### src/rtl/best_1ofn_pipe.sv
// Best-1-of-NPAT pattern sorter: compare-by-twos tree with per-stage optional pipeline registers,
// thresholded valid and saturating qualified-result counter. Optional tie flag: BEST_1OFN_TIE_FLAG_EN.
module best_1ofn_pipe #(
    parameter int unsigned NPAT = 32,
    parameter int unsigned MXPATB = 7,
    parameter int unsigned SORT_LSB = 1,
    parameter logic [7:0] PIPE_MASK = 8'b00001000,
    parameter int unsigned MXCNTB = 16,
    localparam int unsigned MXKEYB = $clog2(NPAT)
) (
    input  logic                       clock,
    input  logic                       reset,
    input  logic [NPAT*MXPATB-1:0]     pat_in,
    input  logic                       pat_vld_in,
    input  logic [MXPATB-SORT_LSB-1:0] thresh,
    input  logic                       cnt_clr,
    output logic [MXPATB-1:0]          best_pat,
    output logic [MXKEYB-1:0]          best_key,
    output logic                       best_vld,
`ifdef BEST_1OFN_TIE_FLAG_EN
    output logic                       best_tie,
`endif
    output logic [MXCNTB-1:0]          best_cnt
);

    localparam int unsigned NSTG = MXKEYB;
    localparam int unsigned NNODE = 2 * NPAT - 1;

    // Heap-style node buses: level l starts at node 2*NPAT - 2*(NPAT>>l); level 0 is the inputs.
    logic [NNODE*MXPATB-1:0] node_pat;
    logic [NNODE*MXKEYB-1:0] node_key;
    logic [NSTG:0]           node_vld;
`ifdef BEST_1OFN_TIE_FLAG_EN
    logic [NNODE-1:0]        node_tie;
    assign node_tie[NPAT-1:0] = '0;
`endif

    assign node_pat[NPAT*MXPATB-1:0] = pat_in;
    assign node_key[NPAT*MXKEYB-1:0] = '0;
    assign node_vld[0] = pat_vld_in;

    for (genvar s = 0; s < NSTG; s++) begin : g_stage
        localparam int unsigned IB = 2 * NPAT - 2 * (NPAT >> s);
        localparam int unsigned OB = 2 * NPAT - 2 * (NPAT >> (s + 1));
        localparam int unsigned NO = NPAT >> (s + 1);

        for (genvar i = 0; i < NO; i++) begin : g_node
            logic [MXPATB-1:0] lo_pat, hi_pat, win_pat, stg_pat;
            logic [MXKEYB-1:0] lo_key, hi_key, win_key, stg_key;
            logic              up_win;

            assign lo_pat = node_pat[(IB + 2 * i) * MXPATB +: MXPATB];
            assign hi_pat = node_pat[(IB + 2 * i + 1) * MXPATB +: MXPATB];
            assign lo_key = node_key[(IB + 2 * i) * MXKEYB +: MXKEYB];
            assign hi_key = node_key[(IB + 2 * i + 1) * MXKEYB +: MXKEYB];

            // Strict compare: ties resolve to the lower key.
            assign up_win  = hi_pat[MXPATB-1:SORT_LSB] > lo_pat[MXPATB-1:SORT_LSB];
            assign win_pat = up_win ? hi_pat : lo_pat;

            always_comb begin
                win_key    = up_win ? hi_key : lo_key;
                win_key[s] = up_win;
            end

`ifdef BEST_1OFN_TIE_FLAG_EN
            logic win_tie, stg_tie;
            assign win_tie = (hi_pat[MXPATB-1:SORT_LSB] == lo_pat[MXPATB-1:SORT_LSB])
                           | (up_win ? node_tie[IB + 2 * i + 1] : node_tie[IB + 2 * i]);
            assign node_tie[OB + i] = stg_tie;
`endif

            if (PIPE_MASK[s]) begin : g_reg
                logic [MXPATB-1:0] pat_q;
                logic [MXKEYB-1:0] key_q;
`ifdef BEST_1OFN_TIE_FLAG_EN
                logic tie_q;
`endif
                always_ff @(posedge clock) begin
                    if (reset) begin
                        pat_q <= '0;
                        key_q <= '0;
`ifdef BEST_1OFN_TIE_FLAG_EN
                        tie_q <= 1'b0;
`endif
                    end else begin
                        pat_q <= win_pat;
                        key_q <= win_key;
`ifdef BEST_1OFN_TIE_FLAG_EN
                        tie_q <= win_tie;
`endif
                    end
                end
                assign stg_pat = pat_q;
                assign stg_key = key_q;
`ifdef BEST_1OFN_TIE_FLAG_EN
                assign stg_tie = tie_q;
`endif
            end else begin : g_comb
                assign stg_pat = win_pat;
                assign stg_key = win_key;
`ifdef BEST_1OFN_TIE_FLAG_EN
                assign stg_tie = win_tie;
`endif
            end

            assign node_pat[(OB + i) * MXPATB +: MXPATB] = stg_pat;
            assign node_key[(OB + i) * MXKEYB +: MXKEYB] = stg_key;
        end

        if (PIPE_MASK[s]) begin : g_vld_reg
            logic vld_q;
            always_ff @(posedge clock) begin
                if (reset) vld_q <= 1'b0;
                else       vld_q <= node_vld[s];
            end
            assign node_vld[s+1] = vld_q;
        end else begin : g_vld_comb
            assign node_vld[s+1] = node_vld[s];
        end
    end

    assign best_pat = node_pat[(NNODE - 1) * MXPATB +: MXPATB];
    assign best_key = node_key[(NNODE - 1) * MXKEYB +: MXKEYB];
    assign best_vld = node_vld[NSTG] && (best_pat[MXPATB-1:SORT_LSB] >= thresh);
`ifdef BEST_1OFN_TIE_FLAG_EN
    assign best_tie = node_tie[NNODE - 1];
`endif

    logic [MXCNTB-1:0] cnt_q;

    // Clear beats a concurrent increment.
    always_ff @(posedge clock) begin
        if (reset || cnt_clr)              cnt_q <= '0;
        else if (best_vld && cnt_q != '1)  cnt_q <= cnt_q + MXCNTB'(1);
    end

    assign best_cnt = cnt_q;

endmodule

### config.mk
export PLATFORM = sky130hd
export DESIGN_NAME = best_1ofn_pipe
export DESIGN_NICKNAME = d
export VERILOG_FILES = /design/src/rtl/best_1ofn_pipe.sv
export SDC_FILE = /design/constraint.sdc
export NUM_CORES = 1
export LEC_CHECK = 0
export CORE_MARGIN = 2
export CORE_UTILIZATION = 55
export DETAILED_ROUTE_END_ITERATION = 16
export PLACE_DENSITY = 0.95
export SLEW_MARGIN = 20
export SYNTH_ARGS = -nofsm -noshare
export SYNTH_HDL_FRONTEND = slang
export SYNTH_SLANG_ARGS = --single-unit
### constraint.sdc
create_clock -name clock -period 12.8 [get_ports clock]
set_input_delay 2.56 -clock clock [delete_from_list [all_inputs] [get_ports clock]]
set_output_delay 2.56 -clock clock [all_outputs]
set_load 0.01 [all_outputs]
# Word-level counts from Yosys, hierarchy flattened
# Index checks and enable logic that the tools add are counted.
dict set report classes {
  add_sub_neg 1
  order_cmp 32
  eq_ne 1
  mux 46
  reduce_logical 3
}
# cell count
set op_table {}
lappend op_table {{$mux W7} 31}
lappend op_table {{$gt A6 B6 Y1} 31}
lappend op_table {{$add A16 B1 Y16 const B} 1}
lappend op_table {{$ne A16 B16 Y1 const B} 1}
lappend op_table {{$mux W1} 8}
lappend op_table {{$mux W2} 4}
lappend op_table {{$ge A6 B6 Y1} 1}
lappend op_table {{$mux W3} 2}
lappend op_table {{$mux W4} 1}
lappend op_table {{$logic_and A1 B1 Y1} 2}
lappend op_table {{$logic_or A1 B1 Y1} 1}
dict set report word_totals {
  ff_bits 39
  inputBits 234
  output_inout_bits 29
  word_cells 89
}

# Longest topological paths before layout
dict set report depth {
  word_depth 8
  mapped_depth 40
}

# Worst setup path before layout
# No wires, ideal clock.
dict set report synth_timing {
  kind {input -> register}
  from {input port pat_in[184]}
  to {register g_stage[3].g_node[1].g_reg.key_q[2]}
  setup_time_ps 65
  arrival_time_ps 9012
  t_required_ps 12735
  path_slack_ps 3724
  cell_stages 36
  n_path_buf 3
  path_cell_list {inv_1 -> ha_1 -> nor2b_1 -> o21ai_0 -> nand2_1 -> a21oi_1 -> or2_2 -> clkbuf_1 -> mux2i_1 -> inv_1 -> ha_1 -> and4_1 -> a31oi_1 -> o31ai_4 -> mux2i_1 -> inv_1 -> ha_1 -> nor2b_1 -> o21ai_0 -> nand2b_1 -> o21ai_0 -> a22oi_1 -> o21ai_1 -> clkbuf_1 -> mux2_2 -> ha_1 -> nor2b_1 -> o21a_1 -> o21ai_0 -> nand2b_1 -> a21oi_1 -> nor2b_1 -> o22ai_1 -> clkbuf_1 -> mux2_2 -> nor2_1}
}
dict set report synth_via {
  elab_chain_len 8
}
# item line_no
set synth_lines {}
lappend synth_lines {{start, declared} 13} ;# input logic [NPAT*MXPATB-1:0] pat_in,
lappend synth_lines {{$gt A6 B6 Y1} 58} ;# assign up_win = hi_pat[MXPATB-1:SORT_LSB] > lo_pat[MXPATB-1:SORT_LSB];
lappend synth_lines {{$mux W7 (*)} 59} ;# assign win_pat = up_win ? hi_pat : lo_pat;
lappend synth_lines {{$gt A6 B6 Y1} 58}
lappend synth_lines {{$mux W7 (*)} 59}
lappend synth_lines {{$gt A6 B6 Y1} 58}
lappend synth_lines {{$mux W7} 59}
lappend synth_lines {{$gt A6 B6 Y1} 58}
lappend synth_lines {{$mux W3 (*)} 62} ;# win_key = up_win ? hi_key : lo_key;
lappend synth_lines {{end signal, assigned} 88} ;# key_q <= win_key;
lappend synth_lines {{end, declared} 75} ;# logic [MXKEYB-1:0] key_q;
# Mark *: on every way between the ends. The rest lies on a longest branch, timed or not.
# A chain may end at the register's enable or synchronous reset.

# Worst setup path after layout
dict set report layout_timing {
  from {input port pat_in[130]}
  to {register g_stage[3].g_node[1].g_reg.pat_q[0]}
}
dict set report layout_via {
  elab_chain_len 8
}
# item line_no
set layout_lines {}
lappend layout_lines {{$gt A6 B6 Y1} 58}
lappend layout_lines {{$mux W7 (*)} 59}
lappend layout_lines {{$gt A6 B6 Y1} 58}
lappend layout_lines {{$mux W7 (*)} 59}
lappend layout_lines {{$gt A6 B6 Y1} 58}
lappend layout_lines {{$mux W7 (*)} 59}
lappend layout_lines {{$gt A6 B6 Y1} 58}
lappend layout_lines {{$mux W7 (*)} 59}
lappend layout_lines {{end signal, assigned} 87} ;# pat_q <= win_pat;
lappend layout_lines {{end, declared} 74} ;# logic [MXPATB-1:0] pat_q;
# Marks and branches as above.

==> results.md <==
- Initial antenna violation count: 0
- Max Cap Violations: 0
- Nets: 1912
- Max stage delay on crit path: 740 ps
- Vias in the first global route: 10119
- Final Slew Violations: 0
- DR WL/cell: 16.4 um
- Setup Skew: 7.36 ps
- CTS Buffer Depth: 2
- Ys async rst share: 0%
- Slew HR: 35.6%
- Final Setup Violations: 0
- Combinational Power Share: 80.2%
- Worst Path Required: 12950 ps
- Main flop type after synthesis: dfxtp_1
- CP endpoint kind: register
- Synth cell types: 84
- Synthesized instance count: 1247
- Mapped cell area: 9710 um^2
- DR vias: 10308
- Post-place setup slack: 2280 ps
- Total GRT Usage: 28.9%
- Setup Buffers After CTS: 0
- Starting Density: 56.1%
- Tcrit/Tclk final: 80.6%
- Final WS setup: 2480 ps
- Int Power: 0.871 mW
- RSZ-0062 raised after global routing: no
- Net Sw Frac: 46.8%
- Remaining DRCs: 0
- RePlAce Congestion: 0.928
- Yosys Warn Count: 0
- DR vias/cell: 5.97
- Maximum clock frequency: 96.9 MHz
- Post-route ant nets: 0
- Root Driver: clkbuf_16
- Final hold viol count: 0
- CTS Hold Buffers Added: 0
- Worst EP arrival: 10470 ps
- Fin Setup TNS: 0 ps
- Largest fanout on the critical path: 20
- Slowest library cell on the worst path: a211oi_2
- Worst hold path class: register to register
- # clock sinks: 39
- Syn Nets: 1658
- H-tree levels: 2
- Startpoint types: primary input
- Share of cells above drive strength 1: 4.79%
- Clock power frac: 9.7%
- # IOs: 263
- Die Span Y: 137 um
- Peak VDD IR: 0.0802 mV
- Largest net degree at the start of global routing: 22
- Area of the multi-input gates: 8130 um^2
- Status: complete, no violations
- Seq pwr share: 10.1%
- First-pass GRT wire length: 45.1 mm
- Register area: 781 um^2
- Row count: 48
- HPWL Detailed: 24.1 mm
- Final min period: 10320 ps
- DRT Wirelength: 28.2 mm
- Cell Pwr Density: 128 nW/um^2
- Register bit total from synthesis: 39
- First-pass DRT Iterations: 5
- Lkg Pwr: 6.34 nW
- Mean Syn Cell Area: 7.79 um^2
- Clock slew at reported path FFs: 60 ps
- Sequential share of the synthesized area: 8.04%
- Post-synth EDFFs: 0
- P&R area growth vs syn: 31.3%
- Overflow after GRT: 0
- Post-CTS Resized: 0
- Slew @ Worst Pin: 966 ps
- Total CTS buffers: 5
- Die area: 18700 um^2
- CTS tree: done
- Clock Latency Late Sink: 280 ps
- Setup CP Type: primary input to register
- Core ar.: 17300 um^2
- PortBufs: 262
- Sw Pwr: 0.766 mW
- Die Wd: 137 um
- Initial DRC count: 490
- Fill count: 1254
- Antenna diode count: 0
## metrics by stage
| step | hold WS, ps | total power, mW | std cells | instance area [um^2] | utilization (%) |
|---|---|---|---|---|---|
| global route | 576 | 1.77 | 1727 | 12800 | 73.7 |
| floorplan | 557 | 1.06 | 1247 | 9710 | - |
| detailed placement | 519 | 1.45 | 1719 | 12600 | 72.7 |
| global placement | 519 | 1.40 | 1719 | 12600 | 72.7 |
| finish | 554 | 1.64 | 1727 | 12800 | 73.7 |
| CTS | 552 | 1.62 | 1727 | 12800 | 73.7 |
## synth_stat cells (all sizes together), types with 7 or more instances
master | number | area share [%]
inv | 189 | 7.3
ha | 177 | 23
mux2i | 149 | 15
nand2 | 76 | 3.0
a21oi | 68 | 3.5
nor2 | 64 | 2.5
o21ai | 48 | 2.5
dfxtp | 39 | 8.0
nand3 | 30 | 1.5
a211oi | 28 | 2.4
nor2b | 27 | 1.7
a21o | 23 | 1.8
and3 | 22 | 1.4
o21a | 20 | 1.5
mux2 | 19 | 2.2
nand2b | 17 | 1.1
nor3 | 17 | 1.0
xor2 | 16 | 1.4
clkbuf | 14 | 0.54
nand4 | 14 | 0.90
o31ai | 14 | 1.9
and4 | 12 | 1.1
o211ai | 12 | 0.93
and2 | 11 | 0.72
a31oi | 10 | 0.80
or2 | 10 | 0.64
xnor2 | 10 | 0.90
o22ai | 9 | 0.64
and4b | 8 | 0.82
nor3b | 8 | 0.62
a22oi | 7 | 0.59
buf | 7 | 0.43
## logic make-up after synthesis
kind of cell             count (synthesis)  synth area share [%]
AND/OR/NAND/NOR                        334                  18.6
AO/OA/AOI/OAI                          291                  22.2
buffers and inverters                  210                  8.27
adder cells (fa/ha/maj)                179                  23.0
multiplexers                           168                  17.6
flip-flops                              39                  8.04
XOR/XNOR                                26                  2.34
## placed cells by master, fill, tap and decap left out, drive strengths merged, types with 7 or more instances in the layout
| cell type | count |
|---|---|
| a31oi | 10 |
| and3 | 22 |
| o21ai | 48 |
| and2 | 11 |
| a21oi | 68 |
| mux2 | 19 |
| xnor2 | 10 |
| xor2 | 16 |
| a22oi | 7 |
| and4b | 8 |
| nor3b | 8 |
| nand2b | 17 |
| a21o | 23 |
| or2 | 10 |
| clkdlybuf4s50 | 262 |
| and4 | 12 |
| o31ai | 14 |
| dfxtp | 39 |
| nor2b | 27 |
| nand3 | 30 |
| o21a | 20 |
| mux2i | 149 |
| nand2 | 76 |
| nand4 | 14 |
| o22ai | 9 |
| nor3 | 17 |
| nor2 | 64 |
| a211oi | 28 |
| ha | 177 |
| o211ai | 12 |
| inv | 189 |
## worst max-delay path, delay by kind of cell
| kind | cells | cell delay [ps] |
|---|---|---|
| buffers and inverters | 5 | 1000 |
| and+or+nand+nor | 6 | 550 |
| adders and majority gates | 4 | 1210 |
| AOI/OAI and AO/OA | 19 | 4150 |
| muxes | 3 | 990 |
## flip-flops by register name, summed over array words and instances (netlist names)
signal,cells
best_cnt,16
g_stage.g_node.g_reg.key_q,8
g_stage.g_node.g_reg.pat_q,14
g_stage.g_vld_reg.vld_q,1
## power groups by stage
stage	Combinational, mW	Clock, mW	Sequential [mW]
after detailed placement	1.28	0	0.168
after floorplan	0.901	0	0.162
final	1.31	0.158	0.166
after global placement	1.23	0	0.168
after CTS	1.30	0.159	0.166
after global routing	1.44	0.165	0.168
## final timing paths
check / from / end / slack, ps / depth (start not counted)
max: pat_in[130] / g_stage[3].g_node[1].g_reg.pat_q[0] / 2480 / 37
min: best_cnt[5] / best_cnt[5] / 550 / 2
max reg2reg: g_stage[3].g_node[0].g_reg.pat_q[2] / best_cnt[4] / 8290 / 21
min reg2reg: best_cnt[5] / best_cnt[5] / 550 / 2
## final cells by class
cell class              count  share of cell area [%]
multi-input cells         998                    63.7
repair buffers            268                    20.9
flip-flops and latches     39                    6.12
inverters                 189                    5.56
well taps                 225                    2.21
clock buffers               6                    1.01
clock inverters             2                   0.471
## routing by layer
metal / global-route usage, % / up-vias / wire length, um
li1: - / 5064 / -
met1: 34.6 / 4783 / 11700
met2: 53.5 / 391 / 14000
met3: 3.59 / 70 / 1900
met4: 8.93 / 0 / 618
met5: 0 / - / 0
No activity file was read; power rests on OpenSTA's default activity.
